$ cat src/rtl/multicycle_control_unit.sv
// Multi-cycle RV32I control unit: FETCH/DECODE/EXEC/MEM/WB sequencer with
// ready handshakes, internal branch resolution and sticky trap reporting.
module multicycle_control_unit #(
  parameter int unsigned ENABLE_M    = 0,
  parameter int unsigned MEM_TIMEOUT = 16,
  parameter int unsigned WAIT_CNT_W  = 5
) (
  input  logic        clk,
  input  logic        rst,
  input  logic [31:0] instr,
  input  logic        br_eq,
  input  logic        br_lt,
  input  logic        imem_ready,
  input  logic        dmem_ready,
  output logic        imem_req,
  output logic        dmem_req,
  output logic        ir_we,
  output logic        pc_we,
  output logic        pc_sel,
  output logic [2:0]  imm_sel,
  output logic        br_un,
  output logic        a_sel,
  output logic        b_sel,
  output logic [3:0]  alu_sel,
  output logic        mem_rw,
  output logic        reg_wen,
  output logic [1:0]  wb_sel,
  output logic        illegal,
  output logic        bus_err,
  output logic [2:0]  state_o
);

  typedef enum logic [2:0] {
    FETCH  = 3'd0,
    DECODE = 3'd1,
    EXEC   = 3'd2,
    MEM    = 3'd3,
    WB     = 3'd4,
    TRAP   = 3'd5
  } state_t;

  typedef enum logic [2:0] {
    C_ALU, C_LOAD, C_STORE, C_BRANCH, C_JUMP
  } cls_t;

  localparam logic [WAIT_CNT_W-1:0] TIMEOUT_CNT = WAIT_CNT_W'(MEM_TIMEOUT);

  state_t                r_state;
  logic [WAIT_CNT_W-1:0] r_wait_cnt;
  logic                  r_illegal;
  logic                  r_bus_err;
  cls_t                  r_cls;
  logic [2:0]            r_br_f3;
  logic [2:0]            r_imm_sel;
  logic                  r_br_un;
  logic                  r_a_sel;
  logic                  r_b_sel;
  logic [3:0]            r_alu_sel;
  logic                  r_mem_rw;
  logic [1:0]            r_wb_sel;

  logic [6:0] w_opcode;
  logic [2:0] w_funct3;
  logic [6:0] w_funct7;
  logic       w_legal;
  cls_t       w_cls;
  logic [2:0] w_imm_sel;
  logic       w_br_un;
  logic       w_a_sel;
  logic       w_b_sel;
  logic [3:0] w_alu_sel;
  logic       w_mem_rw;
  logic [1:0] w_wb_sel;
  logic       w_taken;
  logic       w_unused_fields;

  assign w_opcode        = instr[6:0];
  assign w_funct3        = instr[14:12];
  assign w_funct7        = instr[31:25];
  assign w_unused_fields = ^{instr[24:15], instr[11:7]};

  // Instruction decode into the control word latched in DECODE
  always_comb begin
    w_legal   = 1'b1;
    w_cls     = C_ALU;
    w_imm_sel = 3'd0;
    w_br_un   = 1'b0;
    w_a_sel   = 1'b0;
    w_b_sel   = 1'b0;
    w_alu_sel = 4'd0;
    w_mem_rw  = 1'b0;
    w_wb_sel  = 2'd1;
    case (w_opcode)
      7'b0110011: begin
        case (w_funct7)
          7'b0000000: begin
            case (w_funct3)
              3'b000:  w_alu_sel = 4'd0;
              3'b001:  w_alu_sel = 4'd2;
              3'b010:  w_alu_sel = 4'd3;
              3'b011:  w_alu_sel = 4'd4;
              3'b100:  w_alu_sel = 4'd5;
              3'b101:  w_alu_sel = 4'd6;
              3'b110:  w_alu_sel = 4'd8;
              default: w_alu_sel = 4'd9;
            endcase
          end
          7'b0100000: begin
            if (w_funct3 == 3'b000)      w_alu_sel = 4'd1;
            else if (w_funct3 == 3'b101) w_alu_sel = 4'd7;
            else                         w_legal   = 1'b0;
          end
          7'b0000001: begin
            if (ENABLE_M != 0 && w_funct3 == 3'b000) w_alu_sel = 4'd11;
            else                                     w_legal   = 1'b0;
          end
          default: w_legal = 1'b0;
        endcase
      end
      7'b0010011: begin
        w_b_sel = 1'b1;
        case (w_funct3)
          3'b000: w_alu_sel = 4'd0;
          3'b010: w_alu_sel = 4'd3;
          3'b011: w_alu_sel = 4'd4;
          3'b100: w_alu_sel = 4'd5;
          3'b110: w_alu_sel = 4'd8;
          3'b111: w_alu_sel = 4'd9;
          3'b001: begin
            if (w_funct7 == 7'b0000000) w_alu_sel = 4'd2;
            else                        w_legal   = 1'b0;
          end
          default: begin
            if (w_funct7 == 7'b0000000)      w_alu_sel = 4'd6;
            else if (w_funct7 == 7'b0100000) w_alu_sel = 4'd7;
            else                             w_legal   = 1'b0;
          end
        endcase
      end
      7'b0000011: begin
        w_legal  = (w_funct3 == 3'b010);
        w_cls    = C_LOAD;
        w_b_sel  = 1'b1;
        w_wb_sel = 2'd0;
      end
      7'b0100011: begin
        w_legal   = (w_funct3 == 3'b010);
        w_cls     = C_STORE;
        w_b_sel   = 1'b1;
        w_imm_sel = 3'd1;
        w_mem_rw  = 1'b1;
        w_wb_sel  = 2'd0;
      end
      7'b1100011: begin
        w_legal   = (w_funct3[2:1] != 2'b01);
        w_cls     = C_BRANCH;
        w_a_sel   = 1'b1;
        w_b_sel   = 1'b1;
        w_imm_sel = 3'd2;
        w_br_un   = w_funct3[1];
        w_wb_sel  = 2'd0;
      end
      7'b1101111: begin
        w_cls     = C_JUMP;
        w_a_sel   = 1'b1;
        w_b_sel   = 1'b1;
        w_imm_sel = 3'd3;
        w_wb_sel  = 2'd2;
      end
      7'b1100111: begin
        w_legal   = (w_funct3 == 3'b000);
        w_cls     = C_JUMP;
        w_b_sel   = 1'b1;
        w_wb_sel  = 2'd2;
      end
      7'b0010111: begin
        w_a_sel   = 1'b1;
        w_b_sel   = 1'b1;
        w_imm_sel = 3'd4;
      end
      7'b0110111: begin
        w_b_sel   = 1'b1;
        w_imm_sel = 3'd4;
        w_alu_sel = 4'd10;
      end
      default: w_legal = 1'b0;
    endcase
  end

  // Branch outcome from the latched funct3 and the live comparator flags
  always_comb begin
    case (r_br_f3)
      3'b000:        w_taken = br_eq;
      3'b001:        w_taken = ~br_eq;
      3'b100, 3'b110: w_taken = br_lt;
      3'b101, 3'b111: w_taken = ~br_lt;
      default:       w_taken = 1'b0;
    endcase
  end

  // Sequencer, wait counter, sticky flags and latched control word
  always_ff @(posedge clk) begin
    if (rst) begin
      r_state    <= FETCH;
      r_wait_cnt <= '0;
      r_illegal  <= 1'b0;
      r_bus_err  <= 1'b0;
      r_cls      <= C_ALU;
      r_br_f3    <= '0;
      r_imm_sel  <= '0;
      r_br_un    <= 1'b0;
      r_a_sel    <= 1'b0;
      r_b_sel    <= 1'b0;
      r_alu_sel  <= '1;
      r_mem_rw   <= 1'b0;
      r_wb_sel   <= '0;
    end else begin
      case (r_state)
        FETCH, MEM: begin
          if ((r_state == FETCH) ? imem_ready : dmem_ready) begin
            r_wait_cnt <= '0;
            if (r_state == FETCH)     r_state <= DECODE;
            else if (r_cls == C_LOAD) r_state <= WB;
            else                      r_state <= FETCH;
          end else if (r_wait_cnt == TIMEOUT_CNT) begin
            r_wait_cnt <= '0;
            r_bus_err  <= 1'b1;
            r_state    <= TRAP;
          end else begin
            r_wait_cnt <= r_wait_cnt + 1'b1;
          end
        end
        DECODE: begin
          if (w_legal) begin
            r_cls     <= w_cls;
            r_br_f3   <= w_funct3;
            r_imm_sel <= w_imm_sel;
            r_br_un   <= w_br_un;
            r_a_sel   <= w_a_sel;
            r_b_sel   <= w_b_sel;
            r_alu_sel <= w_alu_sel;
            r_mem_rw  <= w_mem_rw;
            r_wb_sel  <= w_wb_sel;
            r_state   <= EXEC;
          end else begin
            r_cls     <= C_ALU;
            r_br_f3   <= '0;
            r_imm_sel <= '0;
            r_br_un   <= 1'b0;
            r_a_sel   <= 1'b0;
            r_b_sel   <= 1'b0;
            r_alu_sel <= '1;
            r_mem_rw  <= 1'b0;
            r_wb_sel  <= '0;
            r_illegal <= 1'b1;
            r_state   <= TRAP;
          end
        end
        EXEC: begin
          case (r_cls)
            C_BRANCH:         r_state <= FETCH;
            C_LOAD, C_STORE:  r_state <= MEM;
            default:          r_state <= WB;
          endcase
        end
        WB:      r_state <= FETCH;
        TRAP:    r_state <= TRAP;
        default: r_state <= FETCH;
      endcase
    end
  end

  // Outputs: latched control word plus per-state strobes, all forced idle in reset
  always_comb begin
    imem_req = 1'b0;
    dmem_req = 1'b0;
    ir_we    = 1'b0;
    pc_we    = 1'b0;
    pc_sel   = 1'b0;
    mem_rw   = 1'b0;
    reg_wen  = 1'b0;
    imm_sel  = '0;
    br_un    = 1'b0;
    a_sel    = 1'b0;
    b_sel    = 1'b0;
    alu_sel  = '1;
    wb_sel   = '0;
    illegal  = 1'b0;
    bus_err  = 1'b0;
    state_o  = '0;
    if (!rst) begin
      imm_sel = r_imm_sel;
      br_un   = r_br_un;
      a_sel   = r_a_sel;
      b_sel   = r_b_sel;
      alu_sel = r_alu_sel;
      wb_sel  = r_wb_sel;
      illegal = r_illegal;
      bus_err = r_bus_err;
      state_o = r_state;
      case (r_state)
        FETCH: begin
          imem_req = 1'b1;
          ir_we    = imem_ready;
        end
        EXEC: begin
          if (r_cls == C_BRANCH) begin
            pc_we  = 1'b1;
            pc_sel = w_taken;
          end
        end
        MEM: begin
          dmem_req = 1'b1;
          mem_rw   = r_mem_rw;
          pc_we    = dmem_ready && (r_cls == C_STORE);
        end
        WB: begin
          reg_wen = 1'b1;
          pc_we   = 1'b1;
          pc_sel  = (r_cls == C_JUMP);
        end
        default: ;
      endcase
    end
  end

endmodule

$ cat config.mk
export PLATFORM = sky130hd
export DESIGN_NAME = multicycle_control_unit
export DESIGN_NICKNAME = d
export VERILOG_FILES = /design/src/rtl/multicycle_control_unit.sv
export SDC_FILE = /design/constraint.sdc
export NUM_CORES = 1
export LEC_CHECK = 0
export CORE_ASPECT_RATIO = 0.8
export CORE_MARGIN = 3
export CORE_UTILIZATION = 45
export DETAILED_ROUTE_END_ITERATION = 8
export DONT_BUFFER_PORTS = 1
export PLACE_DENSITY = 0.68
export SYNTH_ARGS = -nofsm -noshare
export SYNTH_HDL_FRONTEND = slang
export SYNTH_SLANG_ARGS = --single-unit
$ cat constraint.sdc
create_clock -name clk -period 5.5 [get_ports clk]
set_input_delay 0.825 -clock clk [delete_from_list [all_inputs] [get_ports clk]]
set_output_delay 0.825 -clock clk [all_outputs]
set_load 0.005 [all_outputs]
==> impl_metrics.tcl <==
set metrics [dict create \
    status "finished clean" \
    rows 20 \
    post_cts_resized 0 \
    synthCells 235 \
    antenna_found_initial 0 \
    grt_max_degree 35 \
    track_usage_pct 17.6 \
    ios 62 \
    synth_edf_count 0 \
    cp_max_fo 16 \
    dp_hpwl_um 3120 \
    fillerInstances 397 \
    grt_first_pass_wirelength_um 7050 \
    wl_per_cell_um 15.0 \
    cts.path.max_buffers 2 \
    final_cells 280 \
    detail_route.first_pass.iterations 4 \
    post-route-min-period_ps 2570 \
    synth_ff_type "dfxtp_1" \
    end_kind "flip-flop" \
    ys_top_cells_by_count "nor2_1 (32), dfxtp_1 (28), nand2_1 (17)" \
    clock_latency_ps 270 \
    setup_viol 0 \
    die_w_um 77.3 \
    vias 1598 \
    die_height_um 63.0 \
    root_buffer "clkbuf_8" \
    synthMostInstantiatedCell "nor2_1" \
    p_switching_mw 0.116 \
    cts_hold_buffers 0 \
    crit_arrival_ps 2790 \
    placed_cells 276 \
    clock_sinks 28 \
    ys_seq_area_share_pct 30.6 \
    area_growth_pct 3.90 \
    clk_pin_slew_ps 90 \
    hold_class "reg2reg" \
    nets 266 \
    synth_nets 275 \
    dieArea_mm2 0.00487 \
    drive_above_1_share_pct 8.00 \
    place.gp.congestion 0.841 \
    synth_top_cell_by_area "dfxtp_1" \
    async_flop_share_pct 0 \
    post_cts_buffers 0 \
    pwr-share-clk_pct 35.5 \
    overflow 0 \
    leakage_nw 0.693 \
    syn-cell-area_mm2 0.00183 \
    swShare_pct 25.6 \
    seq_power_share_pct 49.1 \
    rsz0062_at_grt "no" \
    num_antenna_cells 0 \
    criticalPathCategory "in2reg" \
    start_kind "input pin" \
    p_int_mw 0.335 \
    yosysUniqueCellTypes 49 \
    grt_pass1_vias 1431 \
    cts_tree "built" \
    max_slew_margin_pct 43.8 \
    yosys-top-cells-area "dfxtp_1 (31%), nor2_1 (6.6%), nor2b_1 (5.1%), nand2_1 (3.5%), a21oi_1 (3.3%)" \
    htreeDepth 1 \
    synth_top_cell_area_share_pct 30.6 \
    peakVddDrop_uv 203 \
    portBuffers 0 \
    p_per_area_mw_per_mm2 237 \
    fin_crit_sh_pct 46.7 \
    skew_ps 2.83 \
    final_hold_viol_count 0 \
    totalWireLength_um 4190 \
    cts_buffers 3 \
    fin_tns_setup_ps 0 \
    synth.avg_cell_area_um2 7.79 \
    dr.first_iter.drc_count 101 \
    max_freq_mhz 389 \
    worst_slew_pin_slew_ps 836 \
    cp.required_ps 5720 \
    drc 0 \
    initial_utilization_pct 47.5 \
    max_cap_violations 0 \
    ys_ff_latch 28 \
    core-area_mm2 0.00385 \
    synth_warnings 0 \
    antenna_left 0 \
    via_per_inst 5.71 \
    report.final.slew_viol_count 0 \
    comb_power_share_pct 15.4 \
]
==> path summary, 6_finish.rpt <==
path                              startpoint      endpoint  slack (ps)  cells after the start
worst max register to register    r_state[0]  r_alu_sel[0]        3320                      5
worst min register to register  r_imm_sel[2]  r_imm_sel[2]         460                      2
worst max-delay path               instr[26]      r_cls[1]        2930                      6
worst min-delay path            r_imm_sel[2]  r_imm_sel[2]         460                      2
==> through the flow <==
stage | util [%] | cell area (um2) | worst slack (ps) | hold slack, ps | power (mW)
2_1_floorplan | - | 1830 | 2970 | 429 | 0.289
3_3_place_gp | 47.5 | 1830 | 2730 | 440 | 0.294
3_5_place_dp | 47.5 | 1830 | 2660 | 450 | 0.295
4_1_cts | 49.4 | 1900 | 2950 | 464 | 0.455
5_1_grt | 49.4 | 1900 | 2740 | 488 | 0.477
6_report | 49.4 | 1900 | 2930 | 457 | 0.451
==> sequential cells by signal (all words and copies together), names as in the netlist <==
name and flops:
r_alu_sel 4, r_state 3, r_br_f3 3, r_br_un 1
r_b_sel 1, r_cls 2, r_mem_rw 1, r_imm_sel 3
r_bus_err 1, r_illegal 1, r_a_sel 1, r_wb_sel 2
r_wait_cnt 5
==> kinds of logic after synthesis <==
kind of cell               count (synthesis)  synth area share (%)
adders and majority gates                  2                  1.37
and+or+nand+nor                          120                  37.0
muxes                                      1                 0.547
DFF                                       28                  30.6
xor gates and xnor gates                   9                  4.31
AOI/OAI and AO/OA                         55                  21.1
buffers and inverters                     20                  4.99
==> layout make-up <==
type | count | area [um2] | area share [%]
inverter | 6 | 22.5 | 1.18
tap | 55 | 68.8 | 3.62
sequential | 28 | 561 | 29.5
multi-input combinational | 187 | 1180 | 62.0
clock buffer | 3 | 41.3 | 2.17
clock inverter | 1 | 30.0 | 1.58
==> metal layers <==
| metal | up-vias | GRT usage [%] | share of wire (%) | wire length, um |
|---|---|---|---|---|
| li1 | 820 | - | - | - |
| met1 | 736 | 26.1 | 51 | 2150 |
| met2 | 40 | 24.6 | 41 | 1740 |
| met3 | 2 | 5.62 | 6.8 | 284 |
| met4 | 0 | 3.33 | 0.41 | 17 |
| met5 | - | 0 | 0 | 0 |
==> critical path, cell delays in order <==
cell     delay [ps]
nor4_1          460
nand2_1         270
nor4b_4         340
nor4b_4         120
nor3_4          500
a32o_1          260
==> cells in the final DEF (no fill, tap or decap), types with 3 or more instances in the layout <==
master	n
nor2_1	32
dfxtp_1	28
nand2_1	17
nor2b_1	15
a21oi_1	12
nor3_1	10
nand2b_1	8
o21ai_0	7
a31oi_1	7
inv_1	6
or2_2	6
and2_1	6
xor2_1	5
a32o_1	5
xnor2_1	4
nand3_1	4
a22o_1	4
nand4_1	3
a211oi_1	3
nor4_1	3
clkbuf_8	3
==> power by group through the flow <==
stage,combinational (mW),clock [mW],sequential (mW)
6_report,0.0695,0.160,0.221
3_3_place_gp,0.0684,0,0.226
5_1_grt,0.0810,0.172,0.223
4_1_cts,0.0696,0.164,0.221
3_5_place_dp,0.0693,0,0.226
2_1_floorplan,0.0714,0,0.217
No activity file was read; power rests on OpenSTA's default activity.
